==> src/rtl/reaction_timer.sv <==
// reaction_timer: timing datapath for the reaction-time test.
//   - two ms wait timers (random wait, fixed penalty wait) on a shared prescaler
//   - exact ms stopwatch with sticky late flag
//   - result capture: last / best, plus optional 4-deep running average
// Optional feature macro: REACTION_AVG_EN (average of last four results).

// One request/done wait timer; counts ms ticks while its request is high.
module rt_wait_timer #(
  parameter int CW = 16
) (
  input  logic          i_clk,
  input  logic          i_rst_n,
  input  logic          i_req,
  input  logic          i_tick,
  input  logic [CW-1:0] i_target,
  output logic          o_done
);
  logic          r_req_q;
  logic [CW-1:0] r_cnt;
  logic [CW-1:0] r_tgt;
  logic          r_done;
  logic          w_rise;
  logic          w_hit;

  assign w_rise = i_req & ~r_req_q;
  assign w_hit  = (r_cnt >= r_tgt);

  // Latch target on request edge, count ticks, flag done one cycle after reaching it.
  always_ff @(posedge i_clk or negedge i_rst_n) begin
    if (!i_rst_n) begin
      r_req_q <= 1'b0;
      r_cnt   <= '0;
      r_tgt   <= '0;
      r_done  <= 1'b0;
    end else begin
      r_req_q <= i_req;
      if (w_rise) begin
        r_tgt <= i_target;
        r_cnt <= '0;
      end else if (i_req && i_tick && !w_hit) begin
        r_cnt <= r_cnt + 1'b1;
      end
      // Rise cycle still sees the previous count/target, so mask it.
      r_done <= i_req & ~w_rise & w_hit;
    end
  end

  assign o_done = r_done;
endmodule

module reaction_timer #(
  parameter int CLK_PER_MS       = 100000,
  parameter int RWAIT_MIN_MS     = 1000,
  parameter int RWAIT_RANGE_BITS = 12,
  parameter int WAIT5_MS         = 5000,
  parameter int LATE_MS          = 1000
) (
  input  logic        i_clk,
  input  logic        i_rst_n,
  input  logic        i_start_rwait,
  input  logic        i_start_wait5,
  input  logic        i_time_clr,
  input  logic        i_time_en,
  input  logic        i_rs_en,
  output logic        o_rwait_done,
  output logic        o_wait5_done,
  output logic        o_time_late,
  output logic [13:0] o_rt_ms,
  output logic [13:0] o_last_ms,
  output logic [13:0] o_best_ms,
  output logic [13:0] o_avg_ms,
  output logic        o_result_valid
);
  localparam int          PW       = (CLK_PER_MS > 1) ? $clog2(CLK_PER_MS) : 1;
  localparam logic [PW-1:0] PMAX   = PW'(CLK_PER_MS - 1);
  localparam int          CW       = 16;
  localparam int          NUM_WAIT = 2;
  localparam logic [13:0] RT_MAX   = 14'd9999;
  localparam logic [13:0] LATE_Q   = 14'(LATE_MS);
  localparam logic [15:0] SEED     = 16'hACE1;

  // ---------------- wait prescaler + LFSR ----------------
  logic [PW-1:0] r_wpre;
  logic          w_wait_tick;
  logic [15:0]   r_lfsr;
  logic          w_lfsr_fb;

  assign w_wait_tick = (r_wpre == PMAX);
  assign w_lfsr_fb   = r_lfsr[15] ^ r_lfsr[13] ^ r_lfsr[12] ^ r_lfsr[10];

  // Free-running ms prescaler shared by the wait timers.
  always_ff @(posedge i_clk or negedge i_rst_n) begin
    if (!i_rst_n)         r_wpre <= '0;
    else if (w_wait_tick) r_wpre <= '0;
    else                  r_wpre <= r_wpre + 1'b1;
  end

  // Maximal-length LFSR; nonzero seed keeps it out of the all-zero lock-up state.
  always_ff @(posedge i_clk or negedge i_rst_n) begin
    if (!i_rst_n) r_lfsr <= SEED;
    else          r_lfsr <= {r_lfsr[14:0], w_lfsr_fb};
  end

  // ---------------- wait timers (lane 0 random, lane 1 penalty) ----------------
  logic [NUM_WAIT-1:0]         w_req;
  logic [NUM_WAIT-1:0]         w_done;
  logic [NUM_WAIT-1:0][CW-1:0] w_tgt;

  assign w_req    = {i_start_wait5, i_start_rwait};
  assign w_tgt[0] = CW'(RWAIT_MIN_MS)
                  + {{(CW-RWAIT_RANGE_BITS){1'b0}}, r_lfsr[RWAIT_RANGE_BITS-1:0]};
  assign w_tgt[1] = CW'(WAIT5_MS);

  genvar g;
  generate
    for (g = 0; g < NUM_WAIT; g++) begin : g_wait
      rt_wait_timer #(.CW(CW)) u_wait (
        .i_clk    (i_clk),
        .i_rst_n  (i_rst_n),
        .i_req    (w_req[g]),
        .i_tick   (w_wait_tick),
        .i_target (w_tgt[g]),
        .o_done   (w_done[g])
      );
    end
  endgenerate

  assign o_rwait_done = w_done[0];
  assign o_wait5_done = w_done[1];

  // ---------------- stopwatch ----------------
  logic [PW-1:0] r_spre;
  logic [13:0]   r_rt;
  logic          r_late;
  logic          w_sw_wrap;
  logic [13:0]   w_rt_inc;

  assign w_sw_wrap = (r_spre == PMAX);
  assign w_rt_inc  = (r_rt == RT_MAX) ? r_rt : r_rt + 14'd1;

  // Clear wins over run; late flag tracks the value rt is about to take.
  always_ff @(posedge i_clk or negedge i_rst_n) begin
    if (!i_rst_n) begin
      r_spre <= '0;
      r_rt   <= '0;
      r_late <= 1'b0;
    end else if (i_time_clr) begin
      r_spre <= '0;
      r_rt   <= '0;
      r_late <= 1'b0;
    end else if (i_time_en) begin
      if (w_sw_wrap) begin
        r_spre <= '0;
        r_rt   <= w_rt_inc;
        r_late <= r_late | (w_rt_inc >= LATE_Q);
      end else begin
        r_spre <= r_spre + 1'b1;
      end
    end
  end

  assign o_rt_ms     = r_rt;
  assign o_time_late = r_late;

  // ---------------- capture ----------------
  logic        r_rs_q;
  logic        r_rs_edge;
  logic [13:0] r_last;
  logic [13:0] r_best;
  logic        r_valid;

  // Registered rising-edge pulse, then capture of the current stopwatch value.
  always_ff @(posedge i_clk or negedge i_rst_n) begin
    if (!i_rst_n) begin
      r_rs_q    <= 1'b0;
      r_rs_edge <= 1'b0;
      r_last    <= '0;
      r_best    <= RT_MAX;
      r_valid   <= 1'b0;
    end else begin
      r_rs_q    <= i_rs_en;
      r_rs_edge <= i_rs_en & ~r_rs_q;
      if (r_rs_edge) begin
        r_last <= r_rt;
        if (r_rt < r_best) r_best <= r_rt;
      end
      // A coincident clear leaves the flag low even though the capture happens.
      if (i_time_clr)     r_valid <= 1'b0;
      else if (r_rs_edge) r_valid <= 1'b1;
    end
  end

  assign o_last_ms      = r_last;
  assign o_best_ms      = r_best;
  assign o_result_valid = r_valid;

`ifdef REACTION_AVG_EN
  logic [3:0][13:0] r_hist;
  logic             r_cap_d;
  logic [13:0]      r_avg;
  logic [15:0]      w_sum;

  assign w_sum = {2'b00, r_hist[0]} + {2'b00, r_hist[1]}
               + {2'b00, r_hist[2]} + {2'b00, r_hist[3]};

  // History shifts with each capture; average follows one cycle later.
  always_ff @(posedge i_clk or negedge i_rst_n) begin
    if (!i_rst_n) begin
      r_hist  <= '0;
      r_cap_d <= 1'b0;
      r_avg   <= '0;
    end else begin
      r_cap_d <= r_rs_edge;
      if (r_rs_edge) r_hist <= {r_hist[2:0], r_rt};
      if (r_cap_d)   r_avg  <= 14'(w_sum >> 2);
    end
  end

  assign o_avg_ms = r_avg;
`else
  assign o_avg_ms = '0;
`endif

endmodule

==> config.mk <==
export PLATFORM = sky130hd
export DESIGN_NAME = reaction_timer
export DESIGN_NICKNAME = d
export VERILOG_FILES = /design/src/rtl/reaction_timer.sv
export SDC_FILE = /design/constraint.sdc
export NUM_CORES = 1
export LEC_CHECK = 0
export CORE_MARGIN = 2
export CORE_UTILIZATION = 40
export DETAILED_ROUTE_END_ITERATION = 10
export PLACE_DENSITY_LB_ADDON = 0.2
export SLEW_MARGIN = 5
export SYNTH_ARGS = -nofsm -noshare
export SYNTH_HDL_FRONTEND = slang
export SYNTH_SLANG_ARGS = --single-unit
==> constraint.sdc <==
create_clock -name i_clk -period 3.9 [get_ports i_clk]
set_clock_uncertainty 0.2 [all_clocks]
set_input_delay 0.78 -clock i_clk [delete_from_list [all_inputs] [get_ports i_clk]]
set_output_delay 0.78 -clock i_clk [all_outputs]
set_load 0.005 [all_outputs]
==> results.txt, run 1 <==
The HPWL after detailed placement is 10480 um. The data arrival time of the critical path is 3.51 ns, and the number of instances in the synthesized netlist is 728. The worst min-delay path category was reg -> reg. The via count of the first global-routing pass is 5535, and the peak fanout along the critical path is 10. The logs give 79 for the largest net degree at the start of global routing and 4.04 ns for the worst path required time. Cells with a size suffix above 1 make up 10.79% of the layout. The detailed router finished its first iteration with 347 violations.

In this run the register-to-register setup slack is 0.53 ns. In this run the critical register-to-register path is captured at g_wait[0].u_wait.r_cnt[5]. In this run the core area contains 49 standard-cell rows. The number of different library cells used by synthesis comes to 56.

Across every metal layer, demand over resource in global routing totals 16.63%. The repair_antennas step left the layout with diodes totalling 0. For the pin with the worst max-slew slack, the measured transition is 0.8793 ns.

Clock tree root driver cell: sky130_fd_sc_hd__clkbuf_16. The CTS clock-pin slew for the worst setup and hold paths is 0.06 ns, and the die extent in y is 139.9 um. Of the total synthesized cell area, the portion taken by XOR and XNOR cells is 5.813%. The register bit total from synthesis works out to 146. The initial antenna violation count is 0. The first TritonRoute pass finished after 4 iterations. Cell family with the largest share of critical-path delay: compound AO/OA/AOI/OAI gates. The cell with the biggest individual delay on the critical path is sky130_fd_sc_hd__a2111oi_1. The logs give 0 for the number of setup violations in the final report and 0 for the total grt overflow. The die outline width works out to 139.9 um. The finished cells cover 0.008733 sq mm.

The number of buffers and inverters on the critical path is 0. TritonCTS built the clock tree. The placer congestion estimate was 0.7920.

The post-route minimum period was 3.373 ns. Of the post-synthesis cell area, the dominant cell type holds 44.06%. For this run, asynchronously set or reset flops after synthesis account for 100.0%. The combined flip-flop and latch cell area is 0.003674 sq mm, and the worst max-slew margin expressed relative to the limit is 41.23%. The synthesized netlist devotes 18.78% of its cell area to simple gates.

The final sum of negative setup slack was 0 ns; the final routed wire length divided by cell count was 14.88 um. The portion of synthesized area spent on multiplexers is 4.491%. The tools report the count of buffers added by post-CTS timing repair for setup as 0. The signal on the critical path passes through ha_1 > a21oi_1 > o21ai_0 > a2111oi_1 > o2111ai_1 > or3_1 > a21oi_1. Number of cells traversed by the worst register-to-register path: 7. 67 I/O pins were placed.

Fill cells in the final layout number 1656. The count of clock tree sinks was 146. Relative to the synthesized area, the layout overhead comes to 18.29%. For the final number of max-transition violations, the log shows 0.

The critical path is of the reg -> reg type. The yosys synthesis warning count came out at 0. CTS built an H-tree with a depth of 4.

The first-pass GRT wire length was 26740 um; the highest clock rate was 296.5 MHz. The starting density of the core was 40.96%. At the later pin of the worst-skew pair, clock insertion delay measures 0.42 ns.

After synthesis, the cell types taking the most area are sky130_fd_sc_hd__dfrtp_1 44%, sky130_fd_sc_hd__ha_1 6.4%, sky130_fd_sc_hd__dfstp_2 5.7%. The routed layout has 5479 vias. For this design the static power due to leakage is 3.791 nW. The power per cell area was 379.6 mW/mm^2; the final period utilization was 86.48%. The run finished with clean final reports.

By area, the combinational part of the netlist is dominated by simple AND/OR/NAND/NOR gates. Core utilization of the finished layout: 48.45%. The number of buffers inserted by port buffering came out at 52. The beginning of the critical path is g_wait[0].u_wait.r_cnt[7]. In the routed design, unresolved DRC markers number 0.

The mapped netlist covers 0.007383 sq mm. The die outline area was 0.01956 sq mm. Origin of the critical flop-to-flop path: g_wait[0].u_wait.r_cnt[7].

STA classifies the critical path endpoint as a flop. STA classifies the critical path startpoint as a flop. Setup repair after global routing left no endpoint under its margin. The tools report the number of endpoints with negative hold slack in the final report as 0. The run gives 49.75% as the sequential share of the synthesized area. The adder and majority gate portion of the synthesized area works out to 6.440%. In this design, the stage delay of the slowest critical-path cell is 0.85 ns. The critical path ends at g_wait[0].u_wait.r_cnt[5]. The synthesized area divided by synthesized cell count came out at 10.14 sq um. Among the stages of the critical path, the cell type that occurs most often is sky130_fd_sc_hd__a21oi_1.

Summing all multi-input logic gate instances after layout gives 0.003405 sq mm. The final layout contains routed wiring with a total length of 15270 um. The main flop type after synthesis is sky130_fd_sc_hd__dfrtp_1. Clock tree synthesis inserted a total of 17 buffers. The net count of the finished layout is 829.

The synthesized design spends more area on one cell type than any other, namely sky130_fd_sc_hd__dfrtp_1. The detail route stage leaves a number of antenna-violating nets equal to 0. The post-cts gate resize count was 0; the number of cells on the critical path was 7.

The longest clock path from root to sink contains 2 buffers. After floorplanning, the core was sized to cover 0.01802 sq mm. The instance area at placement was 0.008120 sq mm; the area fraction in compound gates after synthesis was 9.880%.

The mean number of vias per cell came out at 5.340. Buffers inserted to repair hold after CTS numbered 0. Yosys mapped a number of flops with a built-in enable equal to 0. Across the run, the number of max-cap violations was 0.

The maximum ir drop on the vdd rail came out at 0.3637 mV.
## worst min path at each step
stage | startpoint | to | slack (ns) | depth (start not counted)
finish | r_lfsr[14] | r_lfsr[15] | 0.17 | 0
global route | r_lfsr[14] | r_lfsr[15] | 0.18 | 0
CTS | r_lfsr[14] | r_lfsr[15] | 0.18 | 0
detailed placement | r_lfsr[14] | r_lfsr[15] | 0.16 | 0
global placement | r_lfsr[14] | r_lfsr[15] | 0.14 | 0
floorplan | r_lfsr[14] | r_lfsr[15] | 0.13 | 0
## Yosys cell counts, types with 3 or more instances
cell type	instances
sky130_fd_sc_hd__nand2b_1	9
sky130_fd_sc_hd__and3_1	15
sky130_fd_sc_hd__and4_1	3
sky130_fd_sc_hd__mux2_2	25
sky130_fd_sc_hd__a21o_1	4
sky130_fd_sc_hd__a21oi_1	38
sky130_fd_sc_hd__clkbuf_1	18
sky130_fd_sc_hd__a31oi_1	4
sky130_fd_sc_hd__nand4_1	16
sky130_fd_sc_hd__nand4b_1	3
sky130_fd_sc_hd__dfrtp_1	130
sky130_fd_sc_hd__mux2i_1	5
sky130_fd_sc_hd__dfstp_2	16
sky130_fd_sc_hd__nor3_1	25
sky130_fd_sc_hd__inv_1	45
sky130_fd_sc_hd__nand3_1	26
sky130_fd_sc_hd__o2111ai_1	5
sky130_fd_sc_hd__nor2b_1	5
sky130_fd_sc_hd__ha_1	38
sky130_fd_sc_hd__and2_1	5
sky130_fd_sc_hd__o31ai_1	3
sky130_fd_sc_hd__nand2_1	56
sky130_fd_sc_hd__a211oi_1	5
sky130_fd_sc_hd__nor2_1	45
sky130_fd_sc_hd__xor2_1	13
sky130_fd_sc_hd__o21ai_0	47
sky130_fd_sc_hd__nor3b_1	3
sky130_fd_sc_hd__buf_4	14
sky130_fd_sc_hd__xnor2_1	36
sky130_fd_sc_hd__nor4b_1	4
sky130_fd_sc_hd__or3_1	24
sky130_fd_sc_hd__nor4_1	10
## worst register-to-register path, cell delays in order, from the launching register on
cell	delay, ns
sky130_fd_sc_hd__dfrtp_1	0.42
sky130_fd_sc_hd__ha_1	0.30
sky130_fd_sc_hd__a21oi_1	0.13
sky130_fd_sc_hd__o21ai_0	0.14
sky130_fd_sc_hd__a2111oi_1	0.85
sky130_fd_sc_hd__o2111ai_1	0.60
sky130_fd_sc_hd__or3_1	0.48
sky130_fd_sc_hd__a21oi_1	0.16
## cell usage in the layout, fill, tap and decap left out, types with 10 or more instances in the layout
master                            count
sky130_fd_sc_hd__and3_1              15
sky130_fd_sc_hd__a21oi_1             38
sky130_fd_sc_hd__clkdlybuf4s50_1     51
sky130_fd_sc_hd__nand2_1             56
sky130_fd_sc_hd__nor4_1              10
sky130_fd_sc_hd__nor3_1              25
sky130_fd_sc_hd__nand4_1             16
sky130_fd_sc_hd__dfstp_2             16
sky130_fd_sc_hd__mux2_2              25
sky130_fd_sc_hd__xnor2_1             36
sky130_fd_sc_hd__dfrtp_1            130
sky130_fd_sc_hd__nor2_1              45
sky130_fd_sc_hd__inv_1               45
sky130_fd_sc_hd__xor2_1              13
sky130_fd_sc_hd__o21ai_0             47
sky130_fd_sc_hd__conb_1              14
sky130_fd_sc_hd__or3_1               24
sky130_fd_sc_hd__nand3_1             26
sky130_fd_sc_hd__ha_1                38
sky130_fd_sc_hd__clkbuf_16           17
## routing by layer
layer | wire (um) | track usage [%]
met2 | 7245 | 27.21
met5 | 0 | 0
met1 | 7304 | 22.20
met4 | 181 | 4.895
met3 | 535 | 3.785
## logic make-up (layout without fill, tap and decap cells)
family,count (synthesis),after routing
XOR/XNOR,49,49
flip-flops,146,146
adder cells (fa/ha/maj),38,38
other,1,14
buffers and inverters,80,136
multiplexers,30,30
AND/OR/NAND/NOR,261,261
AO/OA/AOI/OAI,123,123
## registers in the layout, summed over array words and instances (netlist names)
register and cells:
o_result_valid 1, o_time_late 1, g_wait.u_wait.o_done 2, o_best_ms 14, r_spre 17, r_rs_q 1
g_wait.u_wait.r_tgt 14, r_lfsr 16, o_rt_ms 14, g_wait.u_wait.r_cnt 32, r_wpre 17, g_wait.u_wait.r_req_q 2
r_rs_edge 1, o_last_ms 14
## area by class of cell
cell class / instances / share of cell area (%)
Sequential cell: 146 / 42.06
Multi-Input combinational cell: 515 / 38.98
Inverter: 45 / 1.934
Tap cell: 229 / 3.281
Clock inverter: 12 / 1.791
Timing Repair Buffer: 59 / 6.719
Clock buffer: 20 / 5.229
## through the flow
step	hold slack [ns]	power, W	instances	setup slack (ns)
floorplan	0.1330	0.001615	741	1.164
global placement	0.1391	0.001659	994	0.7474
detailed placement	0.1555	0.001661	994	0.5924
CTS	0.1776	0.003360	1026	0.5583
global route	0.1813	0.003440	1026	0.09253
finish	0.1707	0.003315	1026	0.5274
## report_power, final
group          internal, W  leakage, nW  switching (W)
registers          0.00153         1.94     0.00000956
clock network      0.00104        0.289       0.000643
logic            0.0000262         1.57      0.0000683
Note: power is estimated with default switching activity, not from simulation.
==> run 2: changes to the inputs <==
Settings changed: CTS_BUF_LIST set to sky130_fd_sc_hd__clkbuf_16.
==> results.txt, run 2 (same netlist as run 1, synthesis figures left out) <==
For this run, the detailed router's first-pass iteration total came to 4. Counting along the longest clock path gives a buffer depth of 2. Once the clock tree was built, the setup fixing pass inserted 0 buffers.

The clock latency of the later-clocked register in the worst-skew pair is 0.42 ns, and the number of cells on the critical path is 7. The tools report the number of setup violations in the final report as 0. The global routing usage on met1 is 22.26%, and the worst max-slew margin expressed relative to the limit is 40.43%.

For met3 alone, demand over resource in global routing was 3.785%. The worst register-to-register path ends at g_wait[0].u_wait.r_cnt[11]. The placer congestion estimate came out at 0.7920.

Leaving out fill and tap cells, the most frequent cell in the layout is sky130_fd_sc_hd__dfrtp_1. The logs give 1026 for the filler-free cell count of the finished design and 49 for the number of core rows. The via count of the first global-routing pass is 5536. The number of flip-flops in the largest register was 32; the fraction of final layout cells with drive strength greater than 1 was 10.54%. By instance count, the cell type seen most on the critical path is sky130_fd_sc_hd__a21oi_1.

The library cells used most frequently in the layout, excluding fill and tap cells, are 130 x sky130_fd_sc_hd__dfrtp_1, 56 x sky130_fd_sc_hd__nand2_1, 51 x sky130_fd_sc_hd__clkdlybuf4s50_1, 47 x sky130_fd_sc_hd__o21ai_0, 46 x sky130_fd_sc_hd__inv_1. Clock tree root driver cell: sky130_fd_sc_hd__clkbuf_16. The net count of the finished layout is 829. The CTS clock-pin slew for the worst setup and hold paths was 0.06 ns. Data on the critical path is required at its endpoint by 4.04 ns. In the final routed layout, each cell accounts on average for 14.93 um. Global routing used 27.11% of the available met2 tracks. The run gives 0 as the number of nets still failing antenna checks after routing.

For this run, design rule violations remaining after detail routing come to 0. On the final layout, the worst hold slack is 0.1681 ns. The slowest stage of the critical path is the sky130_fd_sc_hd__a2111oi_1 cell. Growth of design area from synthesis to finish: 18.01%. The number of buffers and inverters on the critical path is 0. The largest registers in the layout are g_wait.u_wait.r_cnt: 32 flops, r_spre: 17 flops, r_wpre: 17 flops.

The peak fanout along the critical path is 10, and the final number of max-transition violations is 0. For the initial antenna violation count, the log shows 0. The smallest clock period supported by the final layout is computed as 3.386 ns. The total grt overflow was 0. At the worst endpoint, the arrival time is 3.52 ns.

The H-tree was split into 4 levels. The cell total after placement was 994. Setup repair after global routing left no endpoint under its margin. Mean number of vias per cell: 5.341. For this design, the sink count on the clock tree is 146. The path class of the tightest hold or removal check is reg -> reg.

Most used routing layer in global routing: met2. Detailed-route wire length: 15320 um. The worst setup path is launched from a flop.

The worst hold path terminates at r_lfsr[15]. The repair_antennas step left the layout with diodes totalling 0. Max-cap violations in this run came to 0.

The power per cell area is 375.6 mW/mm^2. The die covers 0.01956 sq mm. The run finished with clean final reports. The worst hold path passes through 0 cells. Adding up every negative setup slack in the final design gives 0 ns. TritonCTS built the clock tree. The detailed router placed 5480 vias in this run.

The die extent in y was 139.9 um; the maximum ir drop on the vdd rail was 0.2969 mV. The source of the worst hold timing path is r_lfsr[14]. The highest clock rate came out at 295.4 MHz.

The cell family with the largest share of critical-path delay is compound AO/OA/AOI/OAI gates. Dividing the final minimum period by the clock period gives 86.81%. After clock tree synthesis, the flow added hold-fix buffers numbering 0. In this run, the number of DRC markers left after iteration 0 of detailed routing was 333. Once the floorplan was initialized, standard cells occupied 40.96% of the core. Biggest cell delay along the critical path: 0.85 ns. In this run the horizontal extent of the chip is 139.9 um. Entering global routing, the biggest net connects 79 pins. The tools report the estimated wirelength of the detail-placed design as 10480 um. The tools report the total I/O pin count as 67. The leakage power came out at 3.784 nW.

The worst setup path is captured at a flop. The total global-route track usage is 16.65%, and the number of cells traversed by the worst register-to-register path is 7. Ranked by flip-flop count, first place goes to g_wait.u_wait.r_cnt.

The floorplan core area is 0.01802 sq mm, and the register-to-register setup slack is 0.51 ns. Walking the worst path, the cells encountered are ha_1 > a21oi_1 > o21ai_0 > a2111oi_1 > o2111ai_1 > or3_1 > a21oi_1. The startpoint identified for the worst register-to-register timing path is g_wait[0].u_wait.r_cnt[7]. For the number of endpoints with negative hold slack in the final report, the log shows 0.

The first global-routing pass estimated 26720 um of wire. The post-cts gate resize count was 0. The tools report the post-layout total power as 0.003273 W. Port buffering added 52 buffers.

The transition time at the pin with the least slew margin is 0.8913 ns. By startpoint and endpoint, the worst setup path is classified as reg -> reg. The run gives 17 as the number of clock buffers inserted by TritonCTS.
## run 2: cell types whose count changed in the layout (fill, tap and decap cells not counted)
cell / delta
sky130_fd_sc_hd__clkbuf_8: -2
sky130_fd_sc_hd__clkbuf_1: -1
sky130_fd_sc_hd__clkinv_1: +2
sky130_fd_sc_hd__inv_1: +1
## run 2: worst max path at each step
stage	start	end	slack, ns
2_1_floorplan	g_wait[0].u_wait.r_cnt[7]	g_wait[0].u_wait.r_cnt[11]	1.16
3_3_place_gp	g_wait[0].u_wait.r_cnt[7]	g_wait[0].u_wait.r_cnt[7]	0.75
3_5_place_dp	g_wait[0].u_wait.r_cnt[7]	g_wait[0].u_wait.r_cnt[11]	0.59
4_1_cts	g_wait[0].u_wait.r_cnt[7]	g_wait[0].u_wait.r_cnt[5]	0.56
5_1_grt	g_wait[0].u_wait.r_cnt[7]	g_wait[0].u_wait.r_cnt[7]	0.09
6_report	g_wait[0].u_wait.r_cnt[7]	g_wait[0].u_wait.r_cnt[11]	0.51
## run 2: cell type report
cell class	instances	area (sq um)
Fill cell	1658	9311
Sequential cell	146	3674
Multi-Input combinational cell	515	3405
Timing Repair Buffer	59	586.8
Clock buffer	17	425.4
Tap cell	229	286.5
Inverter	45	168.9
Clock inverter	15	167.7
## run 2: power by group
part	internal, W	leakage [nW]	switching, W
Sequential	0.00153	1.94	0.00000954
Clock	0.000999	0.282	0.000642
Combinational	0.0000262	1.57	0.0000685
## run 2: worst register-to-register path: stages (launching register included)
cell	delay [ns]
sky130_fd_sc_hd__dfrtp_1	0.42
sky130_fd_sc_hd__ha_1	0.30
sky130_fd_sc_hd__a21oi_1	0.13
sky130_fd_sc_hd__o21ai_0	0.14
sky130_fd_sc_hd__a2111oi_1	0.85
sky130_fd_sc_hd__o2111ai_1	0.61
sky130_fd_sc_hd__or3_1	0.48
sky130_fd_sc_hd__a21oi_1	0.16
## run 2: metrics by stage
step | setup WS [ns] | util (%) | area [sq um]
2_1_floorplan | 1.164 | - | 7432
3_3_place_gp | 0.7474 | 45.05 | 8120
3_5_place_dp | 0.5924 | 45.05 | 8120
4_1_cts | 0.5581 | 48.34 | 8713
5_1_grt | 0.09251 | 48.34 | 8713
6_report | 0.5144 | 48.34 | 8713
## run 2: layer usage
metal  routed length [um]  vias up
met5                    0        -
met4                  146        0
met3                  499       15
met2                 7306       84
met1                 7371     2711
li1                     -     2670
==> run 3: changes to the inputs <==
Settings changed: CORE_UTILIZATION 40 to 55.
==> results.txt, run 3 (same netlist as run 1, synthesis figures left out) <==
The run finished with clean final reports. The logs give 0.003151 W for the post-layout total power and 42 for the number of core rows. The library cell used most frequently in the layout, excluding fill and tap cells, is sky130_fd_sc_hd__dfrtp_1. Entering global routing, the biggest net connects 61 pins. The tools report the clock tree root driver cell as sky130_fd_sc_hd__clkbuf_16. Dividing the final minimum period by the clock period gives 84.65%. The initial antenna violation count is 0, and the DRC violation count after routing is 0.

Count of clock tree sinks: 146. The run gives 15480 um as the detailed-route wire length. The first detailed-routing pass took 4 iterations. The largest registers in the layout are g_wait.u_wait.r_cnt: 32 flops, r_spre: 17 flops, r_wpre: 17 flops.

The number of clock buffers added by TritonCTS is 17. In this run the tightest slew margin relative to its limit is 33.80%. Net count of the finished layout: 832.

Traced cell by cell, the critical path runs through ha_1 > a21oi_1 > o21ai_0 > a2111oi_1 > o2111ai_1 > or3_1 > a21oi_1. Of the cells placed in the final design, the portion with a size suffix greater than 1 is 10.88%. Input and output buffers added on the ports amount to 52. Global routing finished with a remaining overflow of 0. The repair_antennas step left the layout with diodes totalling 0. Setup total negative slack on the finished layout was measured at 0 ns.

The logs give 55.98% for the starting density of the core and 5543 for the overall via count from detail_route. Cell type with the highest occurrence count on the critical path: sky130_fd_sc_hd__a21oi_1. The logs give 0 for the number of nets still failing antenna checks after routing and 455 for the violation count after the first detailed-routing iteration. Max-cap violations in this run came to 0. In this design, the stage delay of the slowest critical-path cell is 0.84 ns. Peak fanout along the critical path: 10.

Pin placement for this block handled 67 I/O pins. No sink is reached through more buffers than the 2 on the longest clock path. For the worst setup path, the data required time is 4.05 ns. For the pin with the worst max-slew slack, the measured transition is 0.9910 ns. The H-tree generated during clock tree synthesis spans 4 levels. The die covers 0.01437 sq mm.

After floorplanning, the core was sized to cover 0.01319 sq mm. In this run the static leakage power is 3.795 nW. Clock-pin slew was measured on the worst setup and hold paths at 0.06 ns. The die outline width works out to 119.9 um.

The tools report the final number of max-transition violations as 0. The register with the most flip-flops was g_wait.u_wait.r_cnt. The setup path with the least slack is of type reg -> reg.

The post-route minimum period was 3.301 ns. TritonCTS built the clock tree. Static timing analysis puts the maximum clock frequency at 302.9 MHz. For the post-cts gate resize count, the log shows 0. The placer congestion estimate was 0.8624.

The worst min-delay path category was in -> async. STA classifies the critical path endpoint as a flop. Number of setup violations in the final report: 0. The logs give 0.3036 mV for the maximum ir drop on the vdd rail and 0 for the number of endpoints with negative hold slack in the final report. Summed over all nets, the half-perimeter wirelength after detailed placement is 10650 um.

The tools report the clock latency of the later-clocked register in the worst-skew pair as 0.42 ns. First-pass GRT wire length: 26590 um. The die extent in y works out to 119.9 um.

In the layout the commonest cells are 130 x sky130_fd_sc_hd__dfrtp_1, 56 x sky130_fd_sc_hd__nand2_1, 51 x sky130_fd_sc_hd__clkdlybuf4s50_1, 47 x sky130_fd_sc_hd__inv_1, 47 x sky130_fd_sc_hd__o21ai_0. In the final routed layout, each cell accounts on average for 15.86 um. Using the TritonRoute via totals, the vias-per-cell ratio works out to 5.679. The tools report the kind of launch point of the worst setup path as a flop.

For this run, the total global-route usage over all layers was measured as 23.30%. Setup repair after global routing left no endpoint under its margin. Buffers inserted to repair hold after CTS numbered 0.

STA puts the critical path data arrival time at 3.45 ns. For this design the ratio of total power to cell area is 365.7 mW/mm^2. Relative to the synthesized area, the layout overhead comes to 16.69%. The via count of the first global-routing pass was 5598.

The count of buffers added by post-CTS timing repair for setup is 0. The slowest stage of the critical path is the sky130_fd_sc_hd__a2111oi_1 cell. The register with the most flip-flops in the layout has 32 of them.
==> run 3: cell count changes in the layout (fill, tap and decap cells not counted) <==
cell / change
sky130_fd_sc_hd__inv_6: -1
sky130_fd_sc_hd__clkinv_4: -2
sky130_fd_sc_hd__bufinv_16: -1
sky130_fd_sc_hd__clkinv_1: -1
sky130_fd_sc_hd__clkinv_2: +6
sky130_fd_sc_hd__clkinvlp_4: -2
sky130_fd_sc_hd__inv_1: +1
sky130_fd_sc_hd__buf_4: +4
sky130_fd_sc_hd__buf_12: -1
==> run 3: power breakdown <==
group	leakage [nW]	total [W]	internal [W]	switching (W)
Clock	0.282	0.00152	0.000922	0.000598
Combinational	1.58	0.0000931	0.0000252	0.0000679
Sequential	1.94	0.00154	0.00153	0.00000954
Total	3.79	0.00315	0.00247	0.000676
==> run 3: worst max-delay path: cells and delay by family (launching register included) <==
family                     cells  cell delay [ns]
AOI/OAI and AO/OA              5             1.78
adders and majority gates      1             0.32
DFF                            1             0.44
and+or+nand+nor                1             0.50
==> run 3: cell type report <==
class	count	area, sq um
Sequential cell	146	3674
Fill cell	1055	4574
Tap cell	176	220.2
Multi-Input combinational cell	515	3405
Clock buffer	17	425.4
Clock inverter	15	126.4
Inverter	45	168.9
Timing Repair Buffer	62	596.8
==> run 3: per-stage QoR <==
stage                     util, %  hold WS [ns]  worst slack, ns  std cells  cell area, sq um
final                       65.32        0.1292           0.5985        976              8616
after global routing        65.32        0.1610           0.2827        976              8616
after CTS                   65.32        0.1472           0.6435        976              8616
after detailed placement    61.14        0.1496           0.6807        944              8064
after global placement      61.14        0.1436           0.8753        944              8064
after floorplan                 -        0.1330            1.164        741              7432
==> run 3: per-layer routing <==
layer / track usage (%) / routed length [um]
met1: 29.11 / 6789
met2: 39.25 / 7803
met3: 5.656 / 638
met4: 8.897 / 243
met5: 0 / 0
==> run 3: final timing paths <==
kind                                           startpoint                        end  slack [ns]  cells after the start
min in group i_clk                             r_lfsr[14]                 r_lfsr[15]        0.15                      0
max in group asynchronous                         i_rst_n  g_wait[0].u_wait.r_cnt[2]        2.43                      2
worst min-delay path                              i_rst_n                  r_spre[7]        0.13                      1
worst max register to register  g_wait[0].u_wait.r_cnt[7]  g_wait[0].u_wait.r_cnt[9]        0.60                      7
worst max-delay path            g_wait[0].u_wait.r_cnt[7]  g_wait[0].u_wait.r_cnt[9]        0.60                      7
worst min register to register                 r_lfsr[14]                 r_lfsr[15]        0.15                      0
